`config.mk`:
```
export PLATFORM = sky130hd
export DESIGN_NAME = mod_n_timer_ctrl
export DESIGN_NICKNAME = d
export VERILOG_FILES = /design/src/rtl/mod_n_timer_ctrl.sv
export SDC_FILE = /design/constraint.sdc
export NUM_CORES = 1
export LEC_CHECK = 0
export ABC_AREA = 1
export CORE_ASPECT_RATIO = 2
export CORE_MARGIN = 4
export CORE_UTILIZATION = 40
export CTS_CLUSTER_DIAMETER = 60
export DETAILED_ROUTE_END_ITERATION = 10
export PLACE_DENSITY = 0.69
export SETUP_SLACK_MARGIN = 0.05
export SYNTH_ARGS = -nofsm -noshare
export SYNTH_HDL_FRONTEND = slang
export SYNTH_SLANG_ARGS = --single-unit
```
`constraint.sdc`:
```
create_clock -name clk -period 1.3 [get_ports clk]
set_input_delay 0.195 -clock clk [delete_from_list [all_inputs] [get_ports clk]]
set_output_delay 0.195 -clock clk [all_outputs]
set_load 0.05 [all_outputs]
```
`src/rtl/mod_n_timer_ctrl.sv`:
```
// Command-driven modulo-N timer: runs a counter through reps full 0..N-1 periods, pulses wrap/done.
// Optional MOD_N_TIMER_AUTORELOAD_EN: DONE restarts the same command instead of returning to IDLE.
module mod_n_timer_ctrl #(
  parameter int WIDTH  = 4,
  parameter int REPS_W = 4
) (
  input  logic              clk,
  input  logic              reset,
  input  logic              cmd_valid,
  output logic              cmd_ready,
  input  logic [WIDTH-1:0]  cmd_mod,
  input  logic [REPS_W-1:0] cmd_reps,
  input  logic              abort,
  input  logic              pause,
  output logic [WIDTH-1:0]  count,
  output logic              wrap,
  output logic              done,
  output logic              busy,
  output logic [REPS_W-1:0] period_cnt
);

  typedef enum logic [1:0] {IDLE, RUN, DONE} state_t;

  state_t             state, state_nx;
  logic [WIDTH-1:0]   mod_m1, count_nx;
  logic [REPS_W-1:0]  reps, pcnt_nx, pcnt_inc;
  logic               wrap_nx, accept;

  assign cmd_ready = (state == IDLE) && !abort;
  assign accept    = cmd_valid && cmd_ready;
  assign done      = (state == DONE);
  assign busy      = (state != IDLE);
  assign pcnt_inc  = period_cnt + 1'b1;

  always_comb begin
    state_nx = state;
    count_nx = count;
    pcnt_nx  = period_cnt;
    wrap_nx  = 1'b0;
    case (state)
      IDLE: if (accept) begin
        state_nx = RUN;
        count_nx = '0;
        pcnt_nx  = '0;
      end
      RUN: begin
        if (abort) begin
          state_nx = IDLE;
          count_nx = '0;
          pcnt_nx  = '0;
        end else if (!pause) begin
          if (count != mod_m1) begin
            count_nx = count + 1'b1;
          end else begin
            count_nx = '0;
            wrap_nx  = 1'b1;
            pcnt_nx  = pcnt_inc;
            // reps==0 means free-running; period_cnt just rolls over
            if (reps != '0 && pcnt_inc == reps) state_nx = DONE;
          end
        end
      end
      DONE: begin
        if (abort) begin
          state_nx = IDLE;
          count_nx = '0;
          pcnt_nx  = '0;
        end else begin
`ifdef MOD_N_TIMER_AUTORELOAD_EN
          state_nx = RUN;
          count_nx = '0;
          pcnt_nx  = '0;
`else
          state_nx = IDLE;
`endif
        end
      end
      default: begin
        state_nx = IDLE;
        count_nx = '0;
        pcnt_nx  = '0;
      end
    endcase
  end

  always_ff @(posedge clk) begin
    if (reset) begin
      state      <= IDLE;
      count      <= '0;
      wrap       <= 1'b0;
      period_cnt <= '0;
      mod_m1     <= '0;
      reps       <= '0;
    end else begin
      state      <= state_nx;
      count      <= count_nx;
      wrap       <= wrap_nx;
      period_cnt <= pcnt_nx;
      // cmd_mod==0 wraps to all-ones, i.e. a full 2^WIDTH period
      if (accept) begin
        mod_m1 <= cmd_mod - 1'b1;
        reps   <= cmd_reps;
      end
    end
  end

endmodule
```
==> results.json <==
{
  "synthesis.nets": 170,
  "yosysTopAreaCell": "dfxtp_1",
  "fin_area_mm2": 0.00186,
  "syn_area_mm2": 0.00107,
  "grt_usage": 0.186,
  "antenna_found_initial": 0,
  "path_clk_slew_ns": 0.07,
  "num_rows": 26,
  "finClkSkew_ns": 0.00192,
  "cts_buffers": 3,
  "synth-edff-count": 0,
  "async_flop_share": 0,
  "io_pins": 25,
  "clk_latency_ns": 0.26,
  "cts_tree": "done",
  "cts_sinks": 19,
  "htreeDepth": 1,
  "use_met3": 0.0288,
  "utilization": 0.725,
  "root_buffer": "clkbuf_8",
  "synth.yosys.seq_area_share": 0.356,
  "avgSynthCellArea_um2": 6.93,
  "met2_usage": 0.356,
  "grt_max_degree": 14,
  "synth-seq-cells": 19,
  "multiInputGateArea_um2": 698,
  "stdcell_count": 235,
  "worstSetupStartpointType": "flop",
  "final_nets": 224,
  "die_w_um": 44.5,
  "ys_types": 23,
  "synthCells": 154,
  "crit_arrival_ns": 1.57,
  "place_congestion": 0.851,
  "wirelength_um": 3250,
  "hold_violations": 0,
  "dpl_cell_area_mm2": 0.00165,
  "status": "complete, but fails checks",
  "overflow": 0,
  "placedCellCount": 222,
  "crit_type": "reg -> reg",
  "drv_slew": 0,
  "drtAntennaViolNets": 0,
  "clock_path_buffers": 2,
  "drt_drc_violations_left": 0,
  "slew_headroom": 0.780,
  "die-area_mm2": 0.00361,
  "drive_above_1_share": 0.415,
  "cp_max_fo": 5,
  "cts_hold_buf": 0,
  "p_leak_uw": 0.000791,
  "setup_viol": 11,
  "gr-usage-met1": 0.170,
  "ys_top_cells_by_count": "nand2_1 (39), inv_1 (26), dfxtp_1 (19)",
  "grt_pass1_vias": 1241,
  "setup_ws_ns": -0.115,
  "rsz0062_at_grt": "true",
  "crit_required_ns": 1.45,
  "drv_cap": 0,
  "die_y_um": 81.1,
  "seqCellArea_um2": 408,
  "initial_core_util": 0.415,
  "max_clock_freq_ghz": 0.707,
  "layout_min_cycle_time_ns": 1.41,
  "synth_warnings": 0,
  "viasPerCell": 5.13,
  "fillers": 183,
  "powerDensity_mw_per_mm2": 1830,
  "area_delta_synth_final_pct": 74.6,
  "synthFlopType": "dfxtp_1",
  "port_buffers": 24,
  "grt_pass1_wl_um": 5090,
  "hpwl_um": 2310,
  "core_area_mm2": 0.00257,
  "irDropWorstVdd_mv": 1.56,
  "synth.top_cell.area_share": 0.356,
  "wl_per_cell_um": 13.8,
  "synthTopCellsByArea": "dfxtp_1 (36%), nand2_1 (14%), inv_1 (9.1%)",
  "yosysMostFrequentCell": "nand2_1",
  "n_antenna_cell": 0,
  "cp-end-kind": "flop",
  "violations": "negative setup slack",
  "vias": 1205,
  "hp-class": "reg -> reg",
  "first_pass_iters": 4,
  "tns_ns": -0.562,
  "grt-busiest-layer": "met2",
  "tightestPinTransition_ns": 0.328,
  "fin_crit_sh": 1.09,
  "dr.first_iter.drc_count": 34
}
-- final cells by class --
cell class / instances / area share
Clock buffer: 4 / 0.0242
Inverter: 26 / 0.0551
Multi-Input combinational cell: 108 / 0.375
Sequential cell: 19 / 0.219
Tap cell: 28 / 0.0188
Timing Repair Buffer: 50 / 0.308
-- logic make-up (layout without fill, tap and decap cells) --
kind of cell / after synthesis / count (layout) / synth area share
and+or+nand+nor: 76 / 77 / 0.365
buffers and inverters: 28 / 80 / 0.0985
AOI/OAI and AO/OA: 24 / 24 / 0.113
DFF: 19 / 19 / 0.356
xor gates and xnor gates: 4 / 4 / 0.0328
adders and majority gates: 3 / 3 / 0.0352
-- through the flow --
stage	hold slack [ns]	setup slack, ns	power, µW
global placement	0.453	-0.327	2400
finish	0.473	-0.115	3410
global route	0.495	-0.202	3600
CTS	0.473	-0.0391	3260
floorplan	0.254	-0.107	1820
detailed placement	0.463	-0.405	2460
-- where the power goes --
group,leakage [µW],switching [µW],internal [µW],total [µW]
Sequential,0.000161,105,695,800
Clock,0.0000228,194,218,412
Combinational,0.000607,1230,972,2200
Total,0.000791,1530,1890,3410
-- timing repair --
item	in CTS	in global routing
buffers inserted	6	3
setup endpoints to repair	14	16
endpoints found under the hold margin	0	0
pin swaps	8	8
resized for setup	12	14
cloned	1	0
-- worst max-delay path, cell delays in order, from the launching register on --
cell	delay (ns)
dfxtp_4	0.36
nor2_4	0.17
nand3_2	0.10
nand2_2	0.11
nand2_4	0.09
nor2_8	0.17
nand2_2	0.09
xor2_1	0.16
nor2_1	0.05
-- per-layer routing --
layer / up-vias / routed length [µm]
met2: 17 / 1990
met1: 578 / 1120
met3: 8 / 66
li1: 602 / -
met4: 0 / 72
met5: - / 0
-- placed cells by master (no fill, tap or decap), types with 3 or more instances in the layout --
| cell | instances |
|---|---|
| inv_1 | 22 |
| xor2_1 | 4 |
| a21oi_2 | 4 |
| dfxtp_1 | 9 |
| nor2_1 | 5 |
| a21oi_1 | 12 |
| dfxtp_4 | 6 |
| nand3_1 | 6 |
| buf_4 | 23 |
| dfxtp_2 | 4 |
| buf_12 | 13 |
| nand2_1 | 33 |
| nor2_4 | 5 |
| nand2_4 | 3 |
| nand3_2 | 4 |
| clkdlybuf4s50_1 | 11 |
| o21ai_0 | 5 |
| nand2_2 | 7 |
| clkbuf_8 | 3 |
| nand4_1 | 5 |
-- path summary, 6_finish.rpt --
| kind | endpoint | cells after the start | start | slack, ns |
|---|---|---|---|---|
| max | count[3] | 8 | state[1] | -0.11 |
| min | mod_m1[1] | 2 | mod_m1[1] | 0.47 |
| max reg2reg | count[3] | 8 | state[1] | -0.11 |
| min reg2reg | mod_m1[1] | 2 | mod_m1[1] | 0.47 |
-- registers in the layout (all words and copies together), names as in the netlist --
register	count
count	4
wrap	1
mod_m1	4
period_cnt	4
state	2
reps	4
(Power assumes the default switching activity.)
